===== config.mk =====
export PLATFORM = sky130hd
export DESIGN_NAME = gpu_reg_arbiter
export DESIGN_NICKNAME = d
export VERILOG_FILES = /design/src/rtl/gpu_reg_arbiter.sv
export SDC_FILE = /design/constraint.sdc
export NUM_CORES = 1
export LEC_CHECK = 0
export CAP_MARGIN = 30
export CORE_MARGIN = 4
export CORE_UTILIZATION = 55
export CTS_BUF_LIST = sky130_fd_sc_hd__clkbuf_8
export DETAILED_ROUTE_END_ITERATION = 8
export DONT_BUFFER_PORTS = 1
export MAX_ROUTING_LAYER = met4
export PLACE_DENSITY = 0.71
export SYNTH_ARGS = -nofsm -noshare
export SYNTH_HDL_FRONTEND = slang
export SYNTH_SLANG_ARGS = --single-unit

===== constraint.sdc =====
create_clock -name clk_i -period 2.8 [get_ports clk_i]
set_input_delay 0.56 -clock clk_i [delete_from_list [all_inputs] [get_ports clk_i]]
set_output_delay 0.56 -clock clk_i [all_outputs]
set_load 0.1 [all_outputs]

===== src/rtl/gpu_reg_arbiter.sv =====
// Two-requester arbiter in front of a single-port register file. Each access runs IDLE -> ISSUE -> RESP.
// Define GPU_REG_ARB_ROUND_ROBIN_EN for round-robin tie-breaking; without it requester 0 wins ties.
module gpu_reg_arbiter #(
  parameter int BYTES_PER_REG = 4,
  parameter int REG_COUNT     = 32,
  localparam int WIDTH        = 8 * BYTES_PER_REG,
  localparam int ADDR_BITS    = $clog2(REG_COUNT * BYTES_PER_REG)
) (
  input  logic                       clk_i,
  input  logic                       rst_i,
  input  logic [1:0]                 m_valid_i,
  output logic [1:0]                 m_ready_o,
  input  logic [2*ADDR_BITS-1:0]     m_addr_i,
  input  logic [2*WIDTH-1:0]         m_wdata_i,
  input  logic [2*BYTES_PER_REG-1:0] m_we_i,
  output logic [1:0]                 m_rvalid_o,
  output logic [WIDTH-1:0]           m_rdata_o,
  output logic                       reg_en_o,
  output logic [ADDR_BITS-1:0]       reg_addr_o,
  output logic [WIDTH-1:0]           reg_din_o,
  output logic [BYTES_PER_REG-1:0]   reg_we_o,
  input  logic [WIDTH-1:0]           reg_dout_i
);

  typedef enum logic [1:0] {IDLE, ISSUE, RESP} state_t;

  state_t                     r_state;
  logic                       r_win;
  logic                       r_en;
  logic [ADDR_BITS-1:0]       r_addr;
  logic [WIDTH-1:0]           r_din;
  logic [BYTES_PER_REG-1:0]   r_we;
  logic [1:0]                 r_rvalid;
  logic [WIDTH-1:0]           r_rdata;
`ifdef GPU_REG_ARB_ROUND_ROBIN_EN
  logic                       r_last_grant;
`endif

  logic [ADDR_BITS-1:0]       w_addr  [2];
  logic [WIDTH-1:0]           w_wdata [2];
  logic [BYTES_PER_REG-1:0]   w_we    [2];
  logic                       w_win;
  logic                       w_accept;

  genvar gi;
  generate
    for (gi = 0; gi < 2; gi++) begin : g_unpack
      assign w_addr[gi]  = m_addr_i[gi*ADDR_BITS +: ADDR_BITS];
      assign w_wdata[gi] = m_wdata_i[gi*WIDTH +: WIDTH];
      assign w_we[gi]    = m_we_i[gi*BYTES_PER_REG +: BYTES_PER_REG];
    end
  endgenerate

  // A lone valid always wins; only a tie consults the policy.
  always_comb begin
    w_win = ~m_valid_i[0];
`ifdef GPU_REG_ARB_ROUND_ROBIN_EN
    if (m_valid_i == 2'b11) begin
      w_win = ~r_last_grant;
    end
`endif
  end

  // Ready is combinational so a command can be taken in the same cycle valid appears.
  assign m_ready_o = (r_state == IDLE && !rst_i && m_valid_i[w_win]) ?
                     (w_win ? 2'b10 : 2'b01) : 2'b00;
  assign w_accept  = |m_ready_o;

  always_ff @(posedge clk_i or posedge rst_i) begin
    if (rst_i) begin
      r_state  <= IDLE;
      r_win    <= 1'b0;
      r_en     <= 1'b0;
      r_addr   <= '0;
      r_din    <= '0;
      r_we     <= '0;
      r_rvalid <= 2'b00;
      r_rdata  <= '0;
`ifdef GPU_REG_ARB_ROUND_ROBIN_EN
      r_last_grant <= 1'b1;
`endif
    end else begin
      r_rvalid <= 2'b00;
      case (r_state)
        IDLE: begin
          if (w_accept) begin
            r_state <= ISSUE;
            r_en    <= 1'b1;
            r_addr  <= w_addr[w_win];
            r_din   <= w_wdata[w_win];
            r_we    <= w_we[w_win];
            r_win   <= w_win;
`ifdef GPU_REG_ARB_ROUND_ROBIN_EN
            r_last_grant <= w_win;
`endif
          end
        end
        ISSUE: begin
          r_state <= RESP;
          r_en    <= 1'b0;
          r_we    <= '0;
        end
        RESP: begin
          // Register file data is valid now, one cycle after the enable.
          r_state  <= IDLE;
          r_rdata  <= reg_dout_i;
          r_rvalid <= r_win ? 2'b10 : 2'b01;
        end
        default: begin
          r_state <= IDLE;
          r_en    <= 1'b0;
          r_we    <= '0;
        end
      endcase
    end
  end

  assign reg_en_o   = r_en;
  assign reg_addr_o = r_addr;
  assign reg_din_o  = r_din;
  assign reg_we_o   = r_we;
  assign m_rvalid_o = r_rvalid;
  assign m_rdata_o  = r_rdata;

endmodule


==> results.toml, run 1 <==
[run_status]
status = "finished clean"

[placement]
io_buffers = 0
placed_cell_area_sq_um = 3607
dpl.hpwl_microns = 5935
gp_congestion = 0.7469

[yosys]
avgSynthCellArea_sq_um = 12.04
async_reset_ff_frac = 1.000
yosysSeqAreaShare = 0.5708
yosys_warnings = 0
ys_ff_latch = 81
synth_cells = 295
syn_nets = 417
ys_types = 25
synth_flop_cell = "dfrtp_1"
syn_area_sq_um = 3551
synth-edff-count = 0

[global_routing]
grt.overflow.total = 0
grt_max_degree = 48
grt_pass1_wl_microns = 12150
grt_usage = 0.2102
grt_pass1_vias = 2406
antenna_found_initial = 0

[critical_path]
arrival_ns = 1.81
cpPeakStageDelay_ns = 0.53
rr_startpoint = "r_state[0]"
crit_type = "reg2out"
critPathCaptureType = "output port"
cp.required_ns = 2.24
crit_path_top_delay_cell = "dfrtp_1"
worstSetupStartpoint = "r_state[0]"
path_cells = "nor3_2, nand2_1, inv_1, buf_4"
reg2regPathDepth = 3
start_kind = "flip-flop"
crit_fanout = 11
r2r_slack_ns = 0.82
cp_num_buf_inv = 2
timing.rr.end = "reg_din_o[12]"
crit_family = "simple AND/OR/NAND/NOR gates"

[floorplanning]
fp.dieArea_sq_um = 7806
initial_core_util = 0.5624
fp.dieH_microns = 88.35
die_w_microns = 88.35
rows = 29
core_area_sq_um = 6314
ios = 202

[pwr]
pwr-share-clk = 0.162
p_seq_frac = 0.744
p_sw_frac = 0.6045
p_total_mw = 5.659
power_leakage_nw = 1.638
p_switching_mw = 3.420
max-vdd-ir-drop_mv = 0.9269
p_comb_frac = 0.093
p_int_mw = 2.238
cellPowerDensity_nw_per_um2 = 1479

[timing]
hold_viol = 0
period_needed_ns = 2.367
timing.final.crit_share = 0.8454
worst_pin_slew_ns = 0.9641
setup_viol_count_final = 0
skew_ns = 0.008920
fmax_mhz = 422.4
rsz0062_at_grt = "no"
fin_setup_tns_ns = 0
slew_headroom = 0.3572
drv_slew = 0

[clock_network]
htreeDepth = 3
cts_made_buffers = 9
cts-root-buf = "clkbuf_8"
ctsResizeCount = 0
cts_setup_buffers = 0
clock_path_buffers = 2
cts_tree = "done"
hold_buffers = 0
path_clk_slew_ns = 0.09
cts_sinks = 81
insertion_delay_ns = 0.34

[detailed_routing]
vias = 2396
wl_per_cell_microns = 22.52
route.detailed.drc = 0
drt_iter0_drc = 66
drt_first_pass_iters = 4
routed_wirelength_microns = 8378
viasPerCell = 6.441
drtAntennaViolNets = 0

[finish]
drive_above_1_share = 0.2102
diodes = 0
final_area_sq_um = 3825
area_delta_synth_final_pct = 7.717
layout.nets = 412
final_util = 0.6058

[min_path]
hold_class = "in2async"

[flow_run]
cap_viol_max_count = 0
==> state kept, by name (all words and copies together), names as in the netlist <==
signal      cells
m_rdata_o      32
reg_din_o      32
reg_addr_o      7
reg_we_o        4
m_rvalid_o      2
r_state         2
r_win           1
reg_en_o        1
==> power by group through the flow <==
stage                     clock, mW  sequential [mW]  combinational, mW
final                         0.919             4.21              0.528
after global routing          0.988             4.26              0.596
after CTS                     0.942             4.22              0.537
after detailed placement          0             4.24              0.540
after global placement            0             4.24              0.512
after floorplan                   0             4.15              0.475
==> how the worst max path moves through the flow <==
stage | to | slack [ns] | cells past startpoint
global placement | m_ready_o[1] | 0.84 | 4
detailed placement | m_ready_o[1] | 0.81 | 4
floorplan | m_rdata_o[0] | 0.16 | 1
finish | m_ready_o[1] | 0.43 | 4
CTS | m_ready_o[1] | 0.41 | 4
global route | m_ready_o[1] | 0.28 | 4
==> cell type report <==
cell class | instances | area, sq um
fill | 535 | 2489
timing repair buffer | 7 | 65.06
clock inverter | 7 | 93.84
tap | 77 | 96.34
inverter | 10 | 38.79
multi-input combinational | 181 | 1380
sequential | 81 | 2027
clock buffer | 9 | 123.9
==> metrics by stage <==
stage          worst slack [ns]  hold WS, ns  cells
4_1_cts                  0.4137       0.2517    372
3_3_place_gp             0.8420       0.4784    356
3_5_place_dp             0.8052       0.4801    356
6_report                 0.4328       0.2370    372
2_1_floorplan            0.1599       0.4263    295
5_1_grt                  0.2831       0.2892    372
==> cell families (layout without fill, tap and decap cells) <==
logic type             Yosys count  after routing  synth area share
multiplexers                    32             32            0.1015
AO/OA/AOI/OAI                   88             88            0.1906
buffers and inverters           33             33           0.04369
AND/OR/NAND/NOR                 61             61           0.09338
flip-flops                      81             81            0.5708
==> placed cells by master (no fill, tap or decap), drive strengths merged <==
cell | Yosys | final
a22oi | 22 | 22
a31oi | 17 | 17
a32oi | 22 | 22
and2 | 17 | 17
buf | 16 | 7
bufinv | 0 | 2
clkbuf | 7 | 9
clkinv | 0 | 3
clkinvlp | 0 | 1
dfrtp | 81 | 81
inv | 10 | 11
mux2 | 32 | 32
nand2 | 27 | 27
nand2b | 1 | 1
nor2 | 5 | 5
nor2b | 6 | 6
nor3 | 1 | 1
nor4b | 2 | 2
o211ai | 4 | 4
o21ai | 6 | 6
o2bb2ai | 17 | 17
or2 | 1 | 1
or3 | 1 | 1
==> per-layer routing <==
metal  GRT usage  wire length (microns)
met5           -                      0
met1      0.2546                   3129
met4     0.06456                     87
met3     0.05587                    847
met2      0.3453                   4314
==> cell usage after synthesis, types with 4 or more instances <==
master | count | area, sq um
o2bb2ai_1 | 17 | 148.9
inv_1 | 9 | 33.78
nor2_1 | 5 | 18.77
dfrtp_1 | 81 | 2027
a22oi_1 | 22 | 165.2
clkbuf_1 | 7 | 26.28
nand2_1 | 27 | 101.4
a32oi_1 | 22 | 192.7
mux2_2 | 32 | 360.4
o21ai_0 | 5 | 25.02
buf_2 | 13 | 65.06
nor2b_1 | 6 | 37.54
and2_1 | 17 | 106.4
o211ai_1 | 4 | 30.03
a31oi_1 | 17 | 106.4
(Power assumes the default switching activity.)
==> run 2, diff against run 1 <==
- clock period: 2.8 -> 1.95 ns (I/O delays scaled with it)
==> run 2 against run 1 <==
Compared with the run above: count of clock-buffer cells in the layout stayed put; worst setup slack got worse by 0.36 ns; first-iteration DRC count increased by 20%; register-to-register slack worse by 0.46 ns; worst hold slack got worse by 0.048 ns; highest routed layer unchanged.
==> results.toml, run 2 (synthesis results as in run 1) <==
[clock_network]
htreeDepth = 3
clock_path_buffers = 2
path_clk_slew_ns = 0.09
cts_made_buffers = 9
cts_setup_buffers = 0
cts_sinks = 81
insertion_delay_ns = 0.33
cts-root-buf = "clkbuf_8"
cts_tree = "done"

[finish]
drive_above_1_share = 0.2862
layout.nets = 442
final_common_cell = "dfrtp_1"
final_cell_mix = "dfrtp_1 (80), mux2_2 (32), buf_4 (32)"
area_delta_synth_final_pct = 15.43
layout.cells.non_filler = 402
diodes = 0

[critical_path]
crit_type = "reg2out"
critPathCaptureType = "output port"
arrival_ns = 1.49
crit_fanout = 7
cp.required_ns = 1.56
start_kind = "flip-flop"
r2r_slack_ns = 0.36

[detailed_routing]
drt_iter0_drc = 79
wl_per_cell_microns = 20.84
viasPerCell = 6.249
drtAntennaViolNets = 0
vias = 2512
route.detailed.drc = 0
drt_first_pass_iters = 4
routed_wirelength_microns = 8379

[pwr]
power_leakage_nw = 1.792
cellPowerDensity_nw_per_um2 = 2028
max-vdd-ir-drop_mv = 1.527

[min_path]
hold_class = "in2reg"

[floorplanning]
ios = 202
die_w_microns = 88.35
rows = 29
fp.dieH_microns = 88.35
initial_core_util = 0.5624
fp.dieArea_sq_um = 7806
core_area_sq_um = 6314

[global_routing]
grt_max_degree = 44
antenna_found_initial = 0
grt_pass1_vias = 2346
grt.overflow.total = 0
grt_pass1_wl_microns = 11980
grt_usage = 0.2090

[timing]
hold_viol = 0
skew_ns = 0.01013
setup_viol_count_final = 0
timing.final.crit_share = 0.9649
rsz0062_at_grt = "no"
fmax_mhz = 531.5
worst_pin_slew_ns = 0.9783
drv_slew = 0
fin_setup_tns_ns = 0
period_needed_ns = 1.882
slew_headroom = 0.3478

[run_status]
status = "finished clean"

[placement]
place_inst = 385
io_buffers = 0
gp_congestion = 0.8164
dpl.hpwl_microns = 6258

[flow_run]
cap_viol_max_count = 0
-- run 2: changes by cell type in the layout (fill, tap and decap cells not counted), sizes merged --
cell / before / now
inv: 11 / 10
dlygate4sd3: 0 / 1
buf: 7 / 36
clkinvlp: 1 / 3
clkinv: 3 / 2
-- run 2: critical path: stages, from the launching register on --
cell,delay (ns)
dfrtp_2,0.48
nor3_2,0.26
nand2_2,0.13
inv_1,0.12
buf_12,0.18
-- run 2: power breakdown --
group	internal [mW]	switching, mW	leakage [nW]
Combinational	0.570	1.19	0.713
Sequential	2.09	3.16	0.972
Clock	0.721	0.580	0.107
-- run 2: per-layer routing --
layer,share of wire,up-vias,track usage
li1,-,1147,-
met1,0.38,1207,0.2631
met2,0.51,147,0.3358
met3,0.095,11,0.04655
met4,0.013,0,0.07005
met5,0,-,-
-- run 2: cell type report --
class                           instances  area (sq um)
Clock inverter                          7         96.34
Inverter                               10         41.29
Multi-Input combinational cell        181          1383
Fill cell                             509          2215
Clock buffer                            9         123.9
Sequential cell                        81          2028
Tap cell                               77         96.34
Timing Repair Buffer                   37         330.3
-- run 2: per-stage QoR --
stage	setup WS, ns	hold WS (ns)	cell area, sq um	util	power, mW
floorplan	0.05375	0.4263	3555	-	6.637
global placement	0.3936	0.2794	3865	0.6122	7.018
detailed placement	0.3328	0.2799	3865	0.6122	7.064
CTS	0.005777	0.1722	4096	0.6488	8.364
global route	0.005337	0.1786	4099	0.6492	8.582
finish	0.06839	0.1885	4099	0.6492	8.313
-- run 2: worst paths after layout --
kind                                from             to  cells past startpoint
setup / recovery              r_state[1]   m_ready_o[1]                      4
hold / removal             m_wdata_i[17]  reg_din_o[17]                      2
setup reg to reg              r_state[0]  m_rdata_o[14]                      4
hold reg to reg                    r_win  m_rvalid_o[0]                      1
max in group asynchronous          rst_i   m_rdata_o[5]                      3
min in group asynchronous          rst_i  reg_din_o[16]                      2
-- run 2: what timing repair did --
item                                    in CTS  in global routing
hold endpoints to repair                    16                  0
gates resized for setup                      1                  1
hold buffers                                 1                  0
endpoints found under the setup margin       1                  1
==> run 3, diff against run 2 <==
- REMOVE_ABC_BUFFERS: unset -> 1
==> run 3 against run 2 <==
Compared with the run above: worst hold slack lost 0.19 ns; highest routed layer unchanged; first-iteration DRC count grew 42%; worst setup slack better by 0.013 ns; routed wire length rose by 3.8%; global-route usage rose by 1.3 points; largest cell class unchanged; clock skew rose by 0.0035 ns; sequential power barely moved; final cell count rose by 0.50%.
==> results.toml, run 3 (synthesis results as in run 1) <==
[finish]
fillCellCount = 509
diodes = 0
layout.cells.non_filler = 404
drive_above_1_share = 0.2997
final_common_cell = "dfrtp_1"
area_delta_synth_final_pct = 15.61
final_cell_mix = "dfrtp_1 (79), buf_4 (35), mux2_2 (32)"
layout.nets = 444

[timing]
skew_ns = 0.01360
period_needed_ns = 1.869
rsz0062_at_grt = "no"
fin_setup_tns_ns = 0
worst_pin_slew_ns = 0.9583
slew_headroom = 0.3611
timing.final.crit_share = 0.9584
setup_viol_count_final = 0
drv_slew = 0
fmax_mhz = 535.1
hold_viol = 0

[detailed_routing]
vias = 2521
wl_per_cell_microns = 21.53
viasPerCell = 6.240
drt_first_pass_iters = 4
routed_wirelength_microns = 8697
drtAntennaViolNets = 0
route.detailed.drc = 0
drt_iter0_drc = 112

[clock_network]
htreeDepth = 3
path_clk_slew_ns = 0.09
clock_path_buffers = 2
cts_made_buffers = 9
cts_sinks = 81
cts-root-buf = "clkbuf_8"
cts_tree = "done"
insertion_delay_ns = 0.34

[run_status]
status = "finished clean"

[floorplanning]
fp.dieH_microns = 88.35
initial_core_util = 0.5624
ios = 202
die_w_microns = 88.35
rows = 29
core_area_sq_um = 6314
fp.dieArea_sq_um = 7806

[placement]
place_inst = 386
gp_congestion = 0.7823
io_buffers = 0
dpl.hpwl_microns = 6521

[flow_run]
cap_viol_max_count = 0

[global_routing]
grt.overflow.total = 0
grt_pass1_wl_microns = 12730
grt_pass1_vias = 2571
grt_max_degree = 39
grt_usage = 0.2223
antenna_found_initial = 0

[pwr]
max-vdd-ir-drop_mv = 1.342
p_seq_frac = 0.635
p_sw_frac = 0.6033
p_switching_mw = 4.995
pwr-share-clk = 0.152
cellPowerDensity_nw_per_um2 = 2017
p_comb_frac = 0.214
power_leakage_nw = 1.805
p_int_mw = 3.285

[critical_path]
arrival_ns = 1.48
crit_fanout = 5
critPathCaptureType = "output port"
cp.required_ns = 1.56
crit_type = "reg2out"
start_kind = "flip-flop"

[min_path]
hold_class = "in2async"
## run 3: final timing paths
path	cells after the start	slack, ns	start	endpoint
setup / recovery	4	0.08	r_state[1]	m_ready_o[1]
hold / removal	1	0.002	rst_i	m_rdata_o[6]
setup reg to reg	4	0.38	r_state[1]	reg_addr_o[4]
hold reg to reg	1	0.47	r_win	m_rvalid_o[0]
max in group asynchronous	2	1.35	rst_i	reg_din_o[9]
min in group clk_i	2	0.18	m_we_i[3]	reg_we_o[3]
## run 3: layer usage
layer | track usage | up-vias | part of all wire
met2 | 0.3549 | 169 | 0.49
met1 | 0.2544 | 1187 | 0.37
met3 | 0.08101 | 14 | 0.12
met4 | 0.09066 | 0 | 0.017
li1 | - | 1151 | -
met5 | - | - | 0
## run 3: cell type report
type / count / area, sq um / share of cell area
flip-flops and latches: 81 / 2029 / 0.4944
multi-input cells: 181 / 1383 / 0.3368
repair buffers: 39 / 350.3 / 0.08534
clock buffers: 9 / 123.9 / 0.03017
well taps: 77 / 96.34 / 0.02347
clock inverters: 7 / 83.83 / 0.02042
inverters: 10 / 38.79 / 0.009448
## run 3: timing repair
item | 4_1_cts | 5_1_grt
pin swaps | 0 | 0
gates resized for setup | 2 | 1
gates cloned | 0 | 0
setup endpoints to repair | 2 | 2
hold buffers | 0 | 0
buffers inserted | 0 | 2
## run 3: power by group through the flow
stage               Sequential (mW)  Combinational (mW)  Clock, mW
floorplan                      5.96               0.643          0
finish                         5.26                1.77       1.26
global placement               5.28                1.74          0
detailed placement             5.29                1.78          0
CTS                            5.26                1.78       1.29
global route                   5.32                1.88       1.38
## run 3: worst max-delay path, cell delays in order (launching register included)
cell and delay (ns):
dfrtp_2 0.47, nor3_2 0.24, nand2_2 0.13, inv_1 0.12, buf_12 0.18
## run 3: through the flow
stage | hold WS, ns | worst slack, ns | util | power (mW) | instance area [sq um]
6_report | 0.001960 | 0.08118 | 0.6502 | 8.281 | 4105
5_1_grt | 0.03011 | 0.0002208 | 0.6502 | 8.573 | 4105
4_1_cts | 0.0007850 | 0.007393 | 0.6474 | 8.333 | 4088
3_5_place_dp | 0.3915 | 0.2907 | 0.6142 | 7.068 | 3877
3_3_place_gp | 0.3802 | 0.3385 | 0.6142 | 7.019 | 3877
2_1_floorplan | 0.4263 | -0.6140 | - | 6.602 | 3433
